File: config.mk
export PLATFORM = sky130hd
export DESIGN_NAME = dds_param_ctrl
export DESIGN_NICKNAME = d
export VERILOG_FILES = /design/src/rtl/dds_param_ctrl.sv
export SDC_FILE = /design/constraint.sdc
export NUM_CORES = 1
export LEC_CHECK = 0
export ABC_AREA = 0
export CORE_MARGIN = 2
export CORE_UTILIZATION = 45
export DETAILED_ROUTE_END_ITERATION = 8
export MAX_ROUTING_LAYER = met4
export PLACE_DENSITY = 0.71
export SYNTH_ARGS = -nofsm -noshare
export SYNTH_HDL_FRONTEND = slang
export SYNTH_SLANG_ARGS = --single-unit
File: constraint.sdc
create_clock -name clk -period 4.63 [get_ports clk]
set_clock_uncertainty 0.15 [all_clocks]
set_input_delay 1.389 -clock clk [delete_from_list [all_inputs] [get_ports clk]]
set_output_delay 1.389 -clock clk [all_outputs]
set_load 0.005 [all_outputs]
File: src/rtl/dds_param_ctrl.sv
// ---------------------------------------------------------------------------
// dds_param_ctrl
//
// Front-panel configuration controller for the DDS signal generator.
// Four raw push-buttons are synchronised, debounced and turned into one-cycle
// press events. An edit-field state machine (WAVE -> FREQ -> AMP) applies
// those events to the live waveform parameters. cfg_upd tells the DDS core
// and the display block to reload.
//
// Ports:
//   clk        in   1   system clock, the only clock
//   rst        in   1   synchronous reset, active-high
//   key        in   4   raw buttons, active-low, asynchronous
//                       [0]=mode [1]=up [2]=down [3]=step
//   wave_sel   out  2   0 sine, 1 square, 2 triangle, 3 sawtooth
//   wave_freq  out  20  output frequency in Hz, FREQ_MIN..FREQ_MAX
//   wave_a     out  2   amplitude code 0..3
//   edit_field out  2   0 WAVE, 1 FREQ, 2 AMP (display cursor)
//   step_idx   out  3   frequency step exponent 0..5, step = 10^step_idx
//   cfg_upd    out  1   one-cycle pulse when wave_sel/wave_freq/wave_a change
//
// Optional feature (macro DDS_KEY_AUTO_REPEAT_EN):
//   Holding up or down issues a synthetic press REP_DLY cycles after the
//   real press, then one every REP_PER cycles until the key is released.
//   Without the macro every physical press yields exactly one event.
//
// Latency: a clean raw falling edge updates the outputs DEB_CNT+3 edges later
// (2 sync flops, DEB_CNT-1 stable samples, press pulse register, output
// register).
// ---------------------------------------------------------------------------
module dds_param_ctrl #(
  parameter int DEB_CNT  = 1_000_000,
  parameter int FREQ_MIN = 1,
  parameter int FREQ_MAX = 999_999,
  parameter int FREQ_RST = 1000,
  parameter int REP_DLY  = 25_000_000,
  parameter int REP_PER  = 5_000_000
) (
  input  logic        clk,
  input  logic        rst,
  input  logic [3:0]  key,
  output logic [1:0]  wave_sel,
  output logic [19:0] wave_freq,
  output logic [1:0]  wave_a,
  output logic [1:0]  edit_field,
  output logic [2:0]  step_idx,
  output logic        cfg_upd
);

  localparam int          DEB_W = $clog2(DEB_CNT + 1);
  localparam logic [20:0] FMAX  = 21'(FREQ_MAX);
  localparam logic [20:0] FMIN  = 21'(FREQ_MIN);
  localparam logic [19:0] FRST  = 20'(FREQ_RST);

  typedef enum logic [1:0] {
    F_WAVE = 2'd0,
    F_FREQ = 2'd1,
    F_AMP  = 2'd2
  } field_e;

  // Key bit positions
  localparam int K_MODE = 0;
  localparam int K_UP   = 1;
  localparam int K_DOWN = 2;
  localparam int K_STEP = 3;

  // -------------------------------------------------------------------------
  // Input synchronisers (idle level of an active-low key is 1)
  // -------------------------------------------------------------------------
  logic [3:0] r_sync1;
  logic [3:0] r_sync2;

  // NOTE: clocked state is always assigned with <= so every flop samples the
  // pre-edge value of its neighbours, regardless of statement order.
  always_ff @(posedge clk) begin
    if (rst) begin
      r_sync1 <= '1;
      r_sync2 <= '1;
    end else begin
      r_sync1 <= key;
      r_sync2 <= r_sync1;
    end
  end

  // -------------------------------------------------------------------------
  // Debounce: the counter tracks how long the synced level has disagreed
  // with the debounced level; the DEB_CNT-1'th consecutive disagreeing sample
  // flips the debounced level.
  // -------------------------------------------------------------------------
  logic [DEB_W-1:0] r_deb_cnt [4];
  logic [3:0]       r_deb;
  logic [3:0]       r_deb_d;
  logic [3:0]       r_press;

  // NOTE: the four counters are individual flops, not a RAM, so each element
  // is cleared by the reset loop; a real memory array would be left unreset.
  always_ff @(posedge clk) begin
    if (rst) begin
      for (int i = 0; i < 4; i++) r_deb_cnt[i] <= '0;
      r_deb <= '1;
    end else begin
      for (int i = 0; i < 4; i++) begin
        if (r_sync2[i] != r_deb[i]) begin
          if (int'(r_deb_cnt[i]) + 1 >= DEB_CNT - 1) begin
            r_deb[i]     <= r_sync2[i];
            r_deb_cnt[i] <= '0;
          end else begin
            r_deb_cnt[i] <= r_deb_cnt[i] + DEB_W'(1);
          end
        end else begin
          r_deb_cnt[i] <= '0;
        end
      end
    end
  end

  // Press = debounced 1->0, registered as a one-cycle pulse.
  always_ff @(posedge clk) begin
    if (rst) begin
      r_deb_d <= '1;
      r_press <= '0;
    end else begin
      r_deb_d <= r_deb;
      r_press <= r_deb_d & ~r_deb;
    end
  end

  // -------------------------------------------------------------------------
  // Event source: real presses, optionally merged with auto-repeat pulses
  // -------------------------------------------------------------------------
  logic [3:0] w_evt;

`ifdef DDS_KEY_AUTO_REPEAT_EN
  localparam int HOLD_MAX = (REP_DLY > REP_PER) ? REP_DLY : REP_PER;
  localparam int HOLD_W   = $clog2(HOLD_MAX + 1);

  logic [HOLD_W-1:0] r_hold_cnt;
  logic              r_hold_act;   // a hold of up/down is being timed
  logic              r_hold_dn;    // 0: holding up, 1: holding down
  logic              r_hold_per;   // 0: waiting REP_DLY, 1: repeating at REP_PER
  logic [3:0]        r_rep;
  logic              w_hold_lvl;
  logic [HOLD_W-1:0] w_hold_nxt;
  int                w_hold_lim;

  assign w_hold_lvl = r_hold_dn ? r_deb[K_DOWN] : r_deb[K_UP];
  assign w_hold_nxt = r_hold_cnt + HOLD_W'(1);
  assign w_hold_lim = r_hold_per ? REP_PER : REP_DLY;

  // The press edge loads the counter with 1 (the press cycle itself counts)
  // while a repeat edge loads 0, so both phases fire on reaching their limit
  // and the synthetic events land exactly REP_DLY / REP_PER cycles apart.
  always_ff @(posedge clk) begin
    if (rst) begin
      r_hold_cnt <= '0;
      r_hold_act <= 1'b0;
      r_hold_dn  <= 1'b0;
      r_hold_per <= 1'b0;
      r_rep      <= '0;
    end else begin
      r_rep <= '0;
      if (r_press[K_UP] || r_press[K_DOWN]) begin
        r_hold_act <= 1'b1;
        r_hold_dn  <= ~r_press[K_UP];
        r_hold_per <= 1'b0;
        r_hold_cnt <= HOLD_W'(1);
      end else if (r_hold_act) begin
        if (w_hold_lvl) begin
          r_hold_act <= 1'b0;
          r_hold_cnt <= '0;
        end else if (r_press[K_MODE]) begin
          // Mode during a hold restarts the initial delay.
          r_hold_per <= 1'b0;
          r_hold_cnt <= '0;
        end else if (int'(w_hold_nxt) >= w_hold_lim) begin
          r_rep      <= r_hold_dn ? 4'b0100 : 4'b0010;
          r_hold_per <= 1'b1;
          r_hold_cnt <= '0;
        end else begin
          r_hold_cnt <= w_hold_nxt;
        end
      end
    end
  end

  assign w_evt = r_press | r_rep;
`else
  logic w_unused_rep;

  assign w_unused_rep = REP_DLY[0] ^ REP_PER[0];
  assign w_evt        = r_press;
`endif

  // Priority mode > step > up > down; lower events in the same cycle drop.
  logic w_mode;
  logic w_step;
  logic w_up;
  logic w_down;

  assign w_mode = w_evt[K_MODE];
  assign w_step = w_evt[K_STEP] & ~w_mode;
  assign w_up   = w_evt[K_UP]   & ~w_mode & ~w_evt[K_STEP];
  assign w_down = w_evt[K_DOWN] & ~w_mode & ~w_evt[K_STEP] & ~w_evt[K_UP];

  // -------------------------------------------------------------------------
  // Edit-field FSM and parameter registers
  // -------------------------------------------------------------------------
  field_e      r_field;
  logic [1:0]  r_sel;
  logic [19:0] r_freq;
  logic [1:0]  r_a;
  logic [2:0]  r_step;
  logic        r_upd;

  field_e      w_field_nxt;
  logic [1:0]  w_sel_nxt;
  logic [19:0] w_freq_nxt;
  logic [1:0]  w_a_nxt;
  logic [2:0]  w_step_nxt;
  logic        w_upd_nxt;
  logic [20:0] w_step_val;
  logic [20:0] w_sum;
  logic [20:0] w_diff;

  function automatic logic [20:0] pow10(input logic [2:0] idx);
    case (idx)
      3'd0:    pow10 = 21'd1;
      3'd1:    pow10 = 21'd10;
      3'd2:    pow10 = 21'd100;
      3'd3:    pow10 = 21'd1000;
      3'd4:    pow10 = 21'd10000;
      3'd5:    pow10 = 21'd100000;
      default: pow10 = 21'd1;
    endcase
  endfunction

  // 21-bit arithmetic: the sum cannot wrap, and a negative difference shows
  // up as bit 20 set, so both saturations are plain compares.
  assign w_step_val = pow10(r_step);
  assign w_sum      = {1'b0, r_freq} + w_step_val;
  assign w_diff     = {1'b0, r_freq} - w_step_val;

  always_ff @(posedge clk) begin
    if (rst) r_field <= F_WAVE;
    else     r_field <= w_field_nxt;
  end

  // NOTE: every output of this block gets a default before any branch, so no
  // path leaves a value unassigned and no latch is inferred.
  always_comb begin
    w_field_nxt = r_field;
    w_sel_nxt   = r_sel;
    w_freq_nxt  = r_freq;
    w_a_nxt     = r_a;
    w_step_nxt  = r_step;

    if (w_mode) begin
      case (r_field)
        F_WAVE:  w_field_nxt = F_FREQ;
        F_FREQ:  w_field_nxt = F_AMP;
        default: w_field_nxt = F_WAVE;
      endcase
    end else begin
      case (r_field)
        F_WAVE: begin
          if (w_up)        w_sel_nxt = r_sel + 2'd1;
          else if (w_down) w_sel_nxt = r_sel - 2'd1;
        end
        F_FREQ: begin
          if (w_step) begin
            w_step_nxt = (r_step >= 3'd5) ? 3'd0 : r_step + 3'd1;
          end else if (w_up) begin
            w_freq_nxt = (w_sum > FMAX) ? FMAX[19:0] : w_sum[19:0];
          end else if (w_down) begin
            w_freq_nxt = (w_diff[20] || (w_diff < FMIN)) ? FMIN[19:0] : w_diff[19:0];
          end
        end
        F_AMP: begin
          if (w_up && (r_a != 2'd3))        w_a_nxt = r_a + 2'd1;
          else if (w_down && (r_a != 2'd0)) w_a_nxt = r_a - 2'd1;
        end
        default: w_field_nxt = F_WAVE;
      endcase
    end

    w_upd_nxt = (w_sel_nxt != r_sel) || (w_freq_nxt != r_freq) || (w_a_nxt != r_a);
  end

  always_ff @(posedge clk) begin
    if (rst) begin
      r_sel  <= 2'd0;
      r_freq <= FRST;
      r_a    <= 2'd0;
      r_step <= 3'd0;
      r_upd  <= 1'b0;
    end else begin
      r_sel  <= w_sel_nxt;
      r_freq <= w_freq_nxt;
      r_a    <= w_a_nxt;
      r_step <= w_step_nxt;
      r_upd  <= w_upd_nxt;
    end
  end

  assign wave_sel   = r_sel;
  assign wave_freq  = r_freq;
  assign wave_a     = r_a;
  assign edit_field = r_field;
  assign step_idx   = r_step;
  assign cfg_upd    = r_upd;

endmodule

# ---- Yosys cells after proc, flatten, opt, wreduce, memory -nomap -nowiden
# Memory sizes are Yosys's and may differ from the RTL's.
# Cells that the tools add are included.
dict set report classes {
  n_addsub 15
  n_lt_le_gt_ge 7
  reduce_logical 13
  mux 78
  bitwise 23
  eq_ne 16
}
# cell count
set ops {}
lappend ops {{$mux W20} 19}
lappend ops {{$pmux W17 S5} 1}
lappend ops {{$add A20 B1 Y21 const B} 4}
lappend ops {{$ge A21 B20 Y1 const B} 4}
lappend ops {{$add A20 B1 Y20 const B} 4}
lappend ops {{$mux W1} 46}
lappend ops {{$add A20 B21 Y21} 1}
lappend ops {{$gt A21 B20 Y1 const B} 1}
lappend ops {{$lt A21 B1 Y1 const B} 1}
lappend ops {{$sub A20 B21 Y21} 1}
lappend ops {{$mux W2} 10}
lappend ops {{$ne A20 B20 Y1} 1}
lappend ops {{$or A1 B1 Y1} 12}
lappend ops {{$reduce_and A2 Y1} 4}
lappend ops {{$and A1 B1 Y1} 6}
lappend ops {{$eq A3 B2 Y1 const B} 2}
lappend ops {{$eq A3 B3 Y1 const B} 2}
lappend ops {{$add A2 B1 Y2 const B} 2}
lappend ops {{$and A4 B4 Y4} 1}
lappend ops {{$ne A1 B1 Y1} 4}
lappend ops {{$ne A2 B2 Y1} 2}
lappend ops {{$not A4 Y4} 1}
lappend ops {{$pmux W2 S2} 1}
lappend ops {{$sub A2 B1 Y2 const B} 2}
lappend ops {{other kinds (15)} 20}
dict set report totals {
  ff_bits 50
  ramBits 80
  memories 1
  out_inout_bits 30
}
# name depth word_bits read_ports rd_clocked_by_memory_dff wr line
set mem_list {}
lappend mem_list {r_deb_cnt 4 20 4 0 4 90} ;# logic [DEB_W-1:0] r_deb_cnt [4];

# ---- Logic depth before layout (Yosys ltp)
# Gate-level depths: netlist of run 1.
dict set report logic_depth {
  ltp_word 14
  depth_mapped 21
  depth_no_buf 20
}

# ---- Least setup slack after synthesis of run 1
# OpenSTA, ideal clock, no wires.
dict set report synth_path {
  kind {register to register}
  start {register r_step[1], in the netlist step_idx[1]}
  end {register r_upd, in the netlist cfg_upd}
  path_stages_with_launch 20
  slack_ns -0.045
  setup_ns 0.140
  period_less_slack_ns 4.675
  required_time_ns 4.340
  arrival_ns 4.385
  path_cell_list {dfxtp_1 inv_1 ha_1 inv_1 o21ai_0 nor2_1 a21oi_1 ha_1 nor4_4 o21ai_1 nand3b_1 a21oi_4 xnor2_1 o41a_1 o211a_4 o31ai_2 nand3_1 a2111oi_1 a31o_1 a41oi_1}
}
dict set report synth_via {
  elab_chain_len 14
  elab_cells_between_ends 21
  classes_between {add/sub: 2; order compare: 2; eq/ne: 6; mux: 8; reduce/logical: 3}
}
# item line
set synth_rtl {}
lappend synth_rtl {{start, declared} 212} ;# logic [2:0] r_step;
lappend synth_rtl {{start signal, assigned} 300} ;# r_step <= w_step_nxt;
lappend synth_rtl {{$eq A3 B3 Y1 (tied with other cells)} 226} ;# case (idx)
lappend synth_rtl {{$pmux W17 S5 *} 226}
lappend synth_rtl {{$sub A20 B21 Y21} 241} ;# assign w_diff = {1'b0, r_freq} - w_step_val;
lappend synth_rtl {{$lt A21 B1 Y1} 275} ;# w_freq_nxt = (w_diff[20] || (w_diff < FMIN)) ? FMIN[19:0] : w_diff[19:0];
lappend synth_rtl {{$logic_or A1 B1 Y1} 275}
lappend synth_rtl {{$mux W20} 275}
lappend synth_rtl {{$mux W20} 274} ;# end else if (w_down) begin
lappend synth_rtl {{$mux W20 *} 272} ;# end else if (w_up) begin
lappend synth_rtl {{$mux W20 *} 270} ;# if (w_step) begin
lappend synth_rtl {{$mux W20 *} 264} ;# case (r_field)
lappend synth_rtl {{$mux W20 *} 257} ;# if (w_mode) begin
lappend synth_rtl {{$ne A20 B20 Y1 *} 286} ;# w_upd_nxt = (w_sel_nxt != r_sel) || (w_freq_nxt != r_freq) || (w_a_nxt != r_a);
lappend synth_rtl {{$logic_or A1 B1 Y1 * (2 in series)} 286}
lappend synth_rtl {{end signal, assigned} 301} ;# r_upd <= w_upd_nxt;
lappend synth_rtl {{end, declared} 213} ;# logic r_upd;
# Mark *: on every way between the ends. The rest lies on a longest branch, timed or not.
# A chain may end at the register's enable or synchronous reset.

# ---- Worst setup path in the final report of run 1
# Same ends and word-level chain as after synthesis.

==> results of run 1 <==
cell type report:
class                   count  area, µm²
clock inverters            10        115
clock buffers              22        507
flip-flops and latches    130       3410
multi-input cells        1101       7160
repair buffers            219       1740
fillers                  2021       9090
inverters                  50        190
well taps                 285        357
synth_stat cells (7+ instances only):
| master | number |
|---|---|
| nor4_1 | 20 |
| xnor2_1 | 51 |
| ha_1 | 47 |
| o21ai_0 | 48 |
| and2_1 | 14 |
| a2111oi_0 | 7 |
| o22ai_1 | 7 |
| mux2i_1 | 7 |
| clkbuf_1 | 43 |
| xor2_1 | 53 |
| nand3_1 | 51 |
| a21o_1 | 11 |
| nand2_1 | 122 |
| edfxtp_1 | 80 |
| o211ai_1 | 14 |
| or2_2 | 21 |
| nor2_1 | 178 |
| nor2b_1 | 16 |
| nor3_1 | 32 |
| dfxtp_1 | 50 |
| or3_1 | 11 |
| a211oi_1 | 21 |
| a211o_1 | 7 |
| nand4_1 | 21 |
| buf_2 | 7 |
| inv_1 | 49 |
| a311oi_1 | 7 |
| nand2b_1 | 14 |
| a31oi_1 | 13 |
| a21oi_1 | 81 |
| and3_1 | 13 |
state kept, by name (all words and copies together) (netlist names), 3 cells and up:
signal,count
r_press,4
r_deb_d,4
r_deb,4
wave_freq,20
r_sync2,4
step_idx,3
r_sync1,4
r_deb_cnt,80
repair_timing:
item,4_1_cts,5_1_grt
hold buffers,0,0
pin swaps,11,28
endpoints found under the setup margin,1,4
setup buffers,3,11
cloned,0,0
resized for setup,22,58
layout by cell type, fill, tap and decap left out, types with 7 or more instances in the layout:
cell             synthesis  routed
a211oi_1                21      17
ha_4                     0       8
o211ai_1                14      14
dfxtp_1                 50      47
and2_1                  14      14
a31oi_1                 13      13
inv_1                   49      47
a21oi_1                 81      75
buf_4                    4     181
conb_1                   1      80
nor2b_1                 16      15
o22ai_1                  7       7
clkdlybuf4s50_1          0      34
ha_1                    47      36
or3_1                   11      11
o21ai_0                 48      44
and3_1                  13      13
nand2_1                122     119
clkbuf_16                0      19
nand2b_1                14      13
nor4_1                  20      18
a21o_1                  11      11
xor2_1                  53      53
nor3_1                  32      30
a211o_1                  7       7
or2_2                   21      21
nand4_1                 21      21
edfxtp_1                80      80
nor2_1                 178     177
nand3_1                 51      46
xnor2_1                 51      48
worst reg2reg max path, delay by kind of cell, from the launching register on:
family                     cells  cell delay, ps
and+or+nand+nor                9            1870
buffers and inverters          8            1010
AOI/OAI and AO/OA              5             740
adders and majority gates      2             370
DFF                            1             350
through the flow:
stage / utilization [%] / std cells / instance area, µm² / hold WS [ps] / TNS, ps
after floorplan: - / 1339 / 10600 / 239 / 0
after global placement: 54.8 / 1771 / 12400 / 244 / -114
after detailed placement: 54.8 / 1771 / 12400 / 249 / -181
after CTS: 58.1 / 1806 / 13100 / 269 / 0
after global routing: 59.7 / 1817 / 13500 / 285 / -249
final: 59.7 / 1817 / 13500 / 263 / -7.78
metal layers:
layer	up-vias	GRT usage (%)	wire, µm
met5	-	-	0
met4	0	11.0	1060
met3	79	3.86	2280
met2	409	41.6	14500
met1	4857	34.5	13800
li1	5042	-	-
path summary, 6_finish.rpt:
check               end  slack (ps)  cells after the start
max             cfg_upd          -8                     24
min          r_sync2[3]         260                      1
max reg2reg     cfg_upd          -8                     24
min reg2reg  r_sync2[3]         260                      1
where the power goes:
| group | internal (mW) | switching [mW] |
|---|---|---|
| logic | 0.0409 | 0.0587 |
| registers | 1.26 | 0.0386 |
| clock network | 0.888 | 0.528 |
| total | 2.19 | 0.625 |
kinds of logic after synthesis:
kind of cell             Yosys count  synth area share (%)
XOR/XNOR                         104                  8.81
multiplexers                       9                 0.896
buffers and inverters            108                  4.15
AND/OR/NAND/NOR                  549                  26.0
flip-flops                       130                  32.9
adder cells (fa/ha/maj)           49                  6.08
AO/OA/AOI/OAI                    310                  21.1
other                              1                0.0363
==> metrics.cfg, run 1 <==
[yosys]
yosysTopAreaCellShare_pct=23.2
synth_largest_area_cell=edfxtp_1
synth-edff-count=80
ys_ff_latch=130
synth.area.top_cells=edfxtp_1 (23%), dfxtp_1 (9.7%), nor2_1 (6.5%)
syn_area_mm2=0.0103
yosysWarnings=0
synthArstFlopShare_pct=0
synth_seq_area_share_pct=32.9
synth.distinct_cells=92
synth_ff_type=edfxtp_1
postSynthAreaPerCell_um2=8.20
netlist_instances=1260

[floorplan]
core_mm2=0.0226
num_io_pins=36
rows=55
start_util_pct=45.8
die_area_mm2=0.0242
dieWidth_um=156
die_y_um=156

[detailed_routing]
wire_per_inst_um=17.4
drcViolationCount=0
via_per_inst=5.72
drt_iter0_drc=925
drt_pass1_iterations=6
ant_nets=0
wirelength_um=31600
route.vias.total=10400

[global_route]
antenna_found_initial=0
grt_overflow=0
grt_pass1_vias=9692
grt_max_degree=30
grt_pass1_wl_um=49100
grt.total_usage_pct=26.5

[hold_path]
hold_class=reg2reg
min_from=r_sync1[3]

[timing]
max_slew.worst_pin.slew_ps=813
post-route-period-util_pct=100
period_minus_slack_ps=4640
setup_viol=1
timing.fmax_mhz=216
fin_ws_ps=-7.78
timing.slew.headroom_pct=45.8
rsz0062_at_grt=true
slew_violations=0
hold_viol_final=0

[clock_tree]
cts.reportedPaths.clkPinSlew_ps=60
tritoncts=done
cts_inserted_buffers=17
clock_path_buffers=2
clk-insertion-delay-late_ps=430
cts_root_buffer=clkbuf_16
clock_sinks=130
htree_levels=4

[worst_setup_path]
crit_path_max_fanout=6
cp_slowest_stage_delay_ps=530
cp_top_family=simple AND/OR/NAND/NOR gates
r2r-start=step_idx[1]
slowest_stage=or4_1
arrival_ps=4760
critPathLaunch=step_idx[1]
path_common_cell=buf_4
critPathCaptureType=flop
crit_buf_inv=8
crit_path_cell_trace=inv_4 -> ha_4 -> nand2_1 -> inv_1 -> buf_4 -> a21oi_4 -> buf_4 -> inv_1 -> ha_2 -> nand2b_1 -> a221o_1 -> nand3b_1 -> buf_4 -> a21oi_4 -> buf_4 -> o211ai_1 -> buf_4 -> nor3_4 -> nor4_1 -> or4_1 -> nor4_2 -> nand4_1 -> nor4_2 -> a41oi_1
path_class=reg2reg
start_kind=flop
worstPathRequired_ps=4750

[final_layout]
area_growth_pct=30.4
drive_gt1_share_pct=20.6
antennaDiodeCount=0
nNetsFinal=1574

[flow_run]
maxCapViolations=0

[place]
pre_cts_ws_ps=-181
port_buffers=35
place_hpwl_um=23800
routabilityCongestion=1.04

[pwr]
vdd_drop_max_mv=0.234
powerDensity_mw_per_mm2=209
power.leakage_nw=5.44
finalPower_mw=2.82

[outcome]
run_status=finished, violations left
violations=negative setup slack

No activity file was read; power rests on OpenSTA's default activity.
==> run 2, diff against run 1 <==
Settings changed: SETUP_SLACK_MARGIN set to 0.05, SLEW_MARGIN set to 20.
==> metrics.cfg, run 2 (synthesized netlist as in run 1, its figures left out) <==
[outcome]
run_status=finished, violations left
violations=negative setup slack

[worst_setup_path]
reg2reg_slack_ps=-80  ; -70 ps
r2r-start=step_idx[1]
path_class=reg2reg
worstPathRequired_ps=4760  ; about the same
rr_worst_depth=24  ; unchanged
critPathCaptureType=flop
start_kind=flop
r2r-end=cfg_upd
crit_path_max_fanout=7  ; +1
arrival_ps=4840  ; +80 ps

[detailed_routing]
drcViolationCount=0  ; unchanged
route.vias.total=10500  ; +1.4%
wire_per_inst_um=17.3  ; -0.66%
ant_nets=0  ; unchanged
drt_iter0_drc=749  ; -19%
wirelength_um=31800  ; +0.71%
via_per_inst=5.72  ; about the same
drt_pass1_iterations=5  ; -1

[pwr]
finalPower_mw=2.73  ; -3.0%
power.leakage_nw=5.58  ; +2.7%
vdd_drop_max_mv=0.148  ; -37%
powerDensity_mw_per_mm2=198  ; -5.2%

[floorplan]
die_y_um=156  ; unchanged
rows=55  ; unchanged
start_util_pct=45.8  ; unchanged
dieWidth_um=156  ; unchanged
num_io_pins=36  ; unchanged
core_mm2=0.0226  ; unchanged
die_area_mm2=0.0242  ; unchanged

[place]
place_hpwl_um=23800  ; -0.20%
routabilityCongestion=1.05  ; +0.82%
port_buffers=35  ; unchanged

[final_layout]
layout_commonest_cell=buf_4
final_cell_mix=buf_4 (204), nor2_1 (175), nand2_1 (119)
drive_gt1_share_pct=22.7  ; +2.0 points
largest_reg_flops=80  ; unchanged
antennaDiodeCount=0  ; unchanged
nNetsFinal=1599  ; +1.6%
regMostFlops=r_deb_cnt
area_growth_pct=33.4

[global_route]
grt_max_degree=28  ; -6.7%
grt_pass1_vias=9971  ; +2.9%
busiest_layer=met2
grtUsageMet1_pct=34.4  ; -0.16 points
antenna_found_initial=0  ; unchanged
grt_overflow=0  ; unchanged
grt_pass1_wl_um=50500  ; +2.8%
use_met3_pct=4.06  ; +0.19 points
use_met2_pct=42.2  ; +0.55 points
grt.total_usage_pct=27.0  ; +0.44 points

[timing]
setup_viol=1  ; unchanged
post-route-period-util_pct=102  ; +1.6 points
fin_ws_ps=-80.1  ; -72.3 ps
hold_viol_final=0  ; unchanged
tns_ps=-80.1  ; -72.3 ps
slew_violations=0  ; unchanged
timing.fmax_mhz=212  ; -1.5%
rsz0062_at_grt=true
period_minus_slack_ps=4710  ; +72.3 ps
timing.slew.headroom_pct=42.8  ; -3.0 points
max_slew.worst_pin.slew_ps=850  ; +36.7 ps

[hold_path]
hold_path_end=r_press[3]
hold_class=reg2reg
min_path_cells=2  ; +1
min_from=r_deb_d[3]

[clock_tree]
clock_path_buffers=2  ; unchanged
cts_inserted_buffers=17  ; unchanged
clk-insertion-delay-late_ps=430  ; about the same
htree_levels=4  ; unchanged
cts_root_buffer=clkbuf_16
cts_hold_buf=0  ; unchanged
tritoncts=done
clock_sinks=130  ; unchanged
cts.reportedPaths.clkPinSlew_ps=60  ; about the same

[flow_run]
maxCapViolations=0  ; unchanged

[run 2: changes by cell type in the layout (fill, tap and decap cells not counted), sizes merged]
cell	previous run	this run
clkbuf	22	20
clkinv	4	3
buf	185	210
inv	54	58
clkinvlp	0	1
bufinv	2	0
[run 2: routing by layer]
layer | wire, µm | vias to the layer above
met4 | 1580 | 0
li1 | - | 5096
met5 | 0 | -
met1 | 13800 | 4944
met3 | 2130 | 98
met2 | 14300 | 395
[run 2: area by class of cell]
cell class,instances,area (µm²)
inverters,50,195
flip-flops and latches,130,3410
well taps,285,357
clock buffers,20,500
clock inverters,12,86.3
fillers,1996,8780
repair buffers,244,1940
multi-input cells,1101,7300
[run 2: worst max-delay path by stage]
| stage | startpoint | to | slack, ps | cells after the start |
|---|---|---|---|---|
| after global routing | step_idx[1] | cfg_upd | -270 | 25 |
| after global placement | step_idx[0] | cfg_upd | -130 | 17 |
| final | step_idx[1] | cfg_upd | -80 | 24 |
| after CTS | step_idx[1] | cfg_upd | 50 | 20 |
| after floorplan | step_idx[1] | cfg_upd | 140 | 20 |
| after detailed placement | step_idx[1] | cfg_upd | -270 | 21 |
[run 2: what timing repair did]
action                                  4_1_cts  5_1_grt
endpoints found under the setup margin        3        4
gates resized for setup                      50       53
pin swaps                                    20       42
cloned                                        0        0
setup buffers                                 8       16
[run 2: critical path, stage by stage (launching register included)]
cell and delay, ps:
dfxtp_2 350, inv_4 50, ha_4 300, inv_6 40
o21ai_2 130, nor2_2 60, a21oi_2 170, ha_4 250
buf_6 120, buf_4 130, nor2_2 140, nand2_1 100
buf_4 140, a211oi_1 230, a211oi_1 110, xnor2_1 190
buf_4 160, a41o_1 230, buf_4 140, o211a_4 230
nor2_1 80, a221o_1 360, a2111oi_4 340, a31o_1 220
a41oi_2 140
[run 2: stage by stage]
step	setup slack, ps	utilization, %	hold slack [ps]	instance area [µm²]	std cells
final	-80.1	61.1	257	13800	1842
after CTS	51.4	59.4	259	13400	1827
after floorplan	137	-	239	10600	1339
after global routing	-273	61.1	271	13800	1842
after detailed placement	-268	55.3	251	12500	1787
after global placement	-129	55.3	242	12500	1787
[run 2: power by group]
part	total (mW)	leakage [nW]	internal (mW)	switching, mW
Clock	1.33	0.296	0.787	0.546
Combinational	0.0999	4.05	0.0410	0.0589
Sequential	1.30	1.23	1.26	0.0390
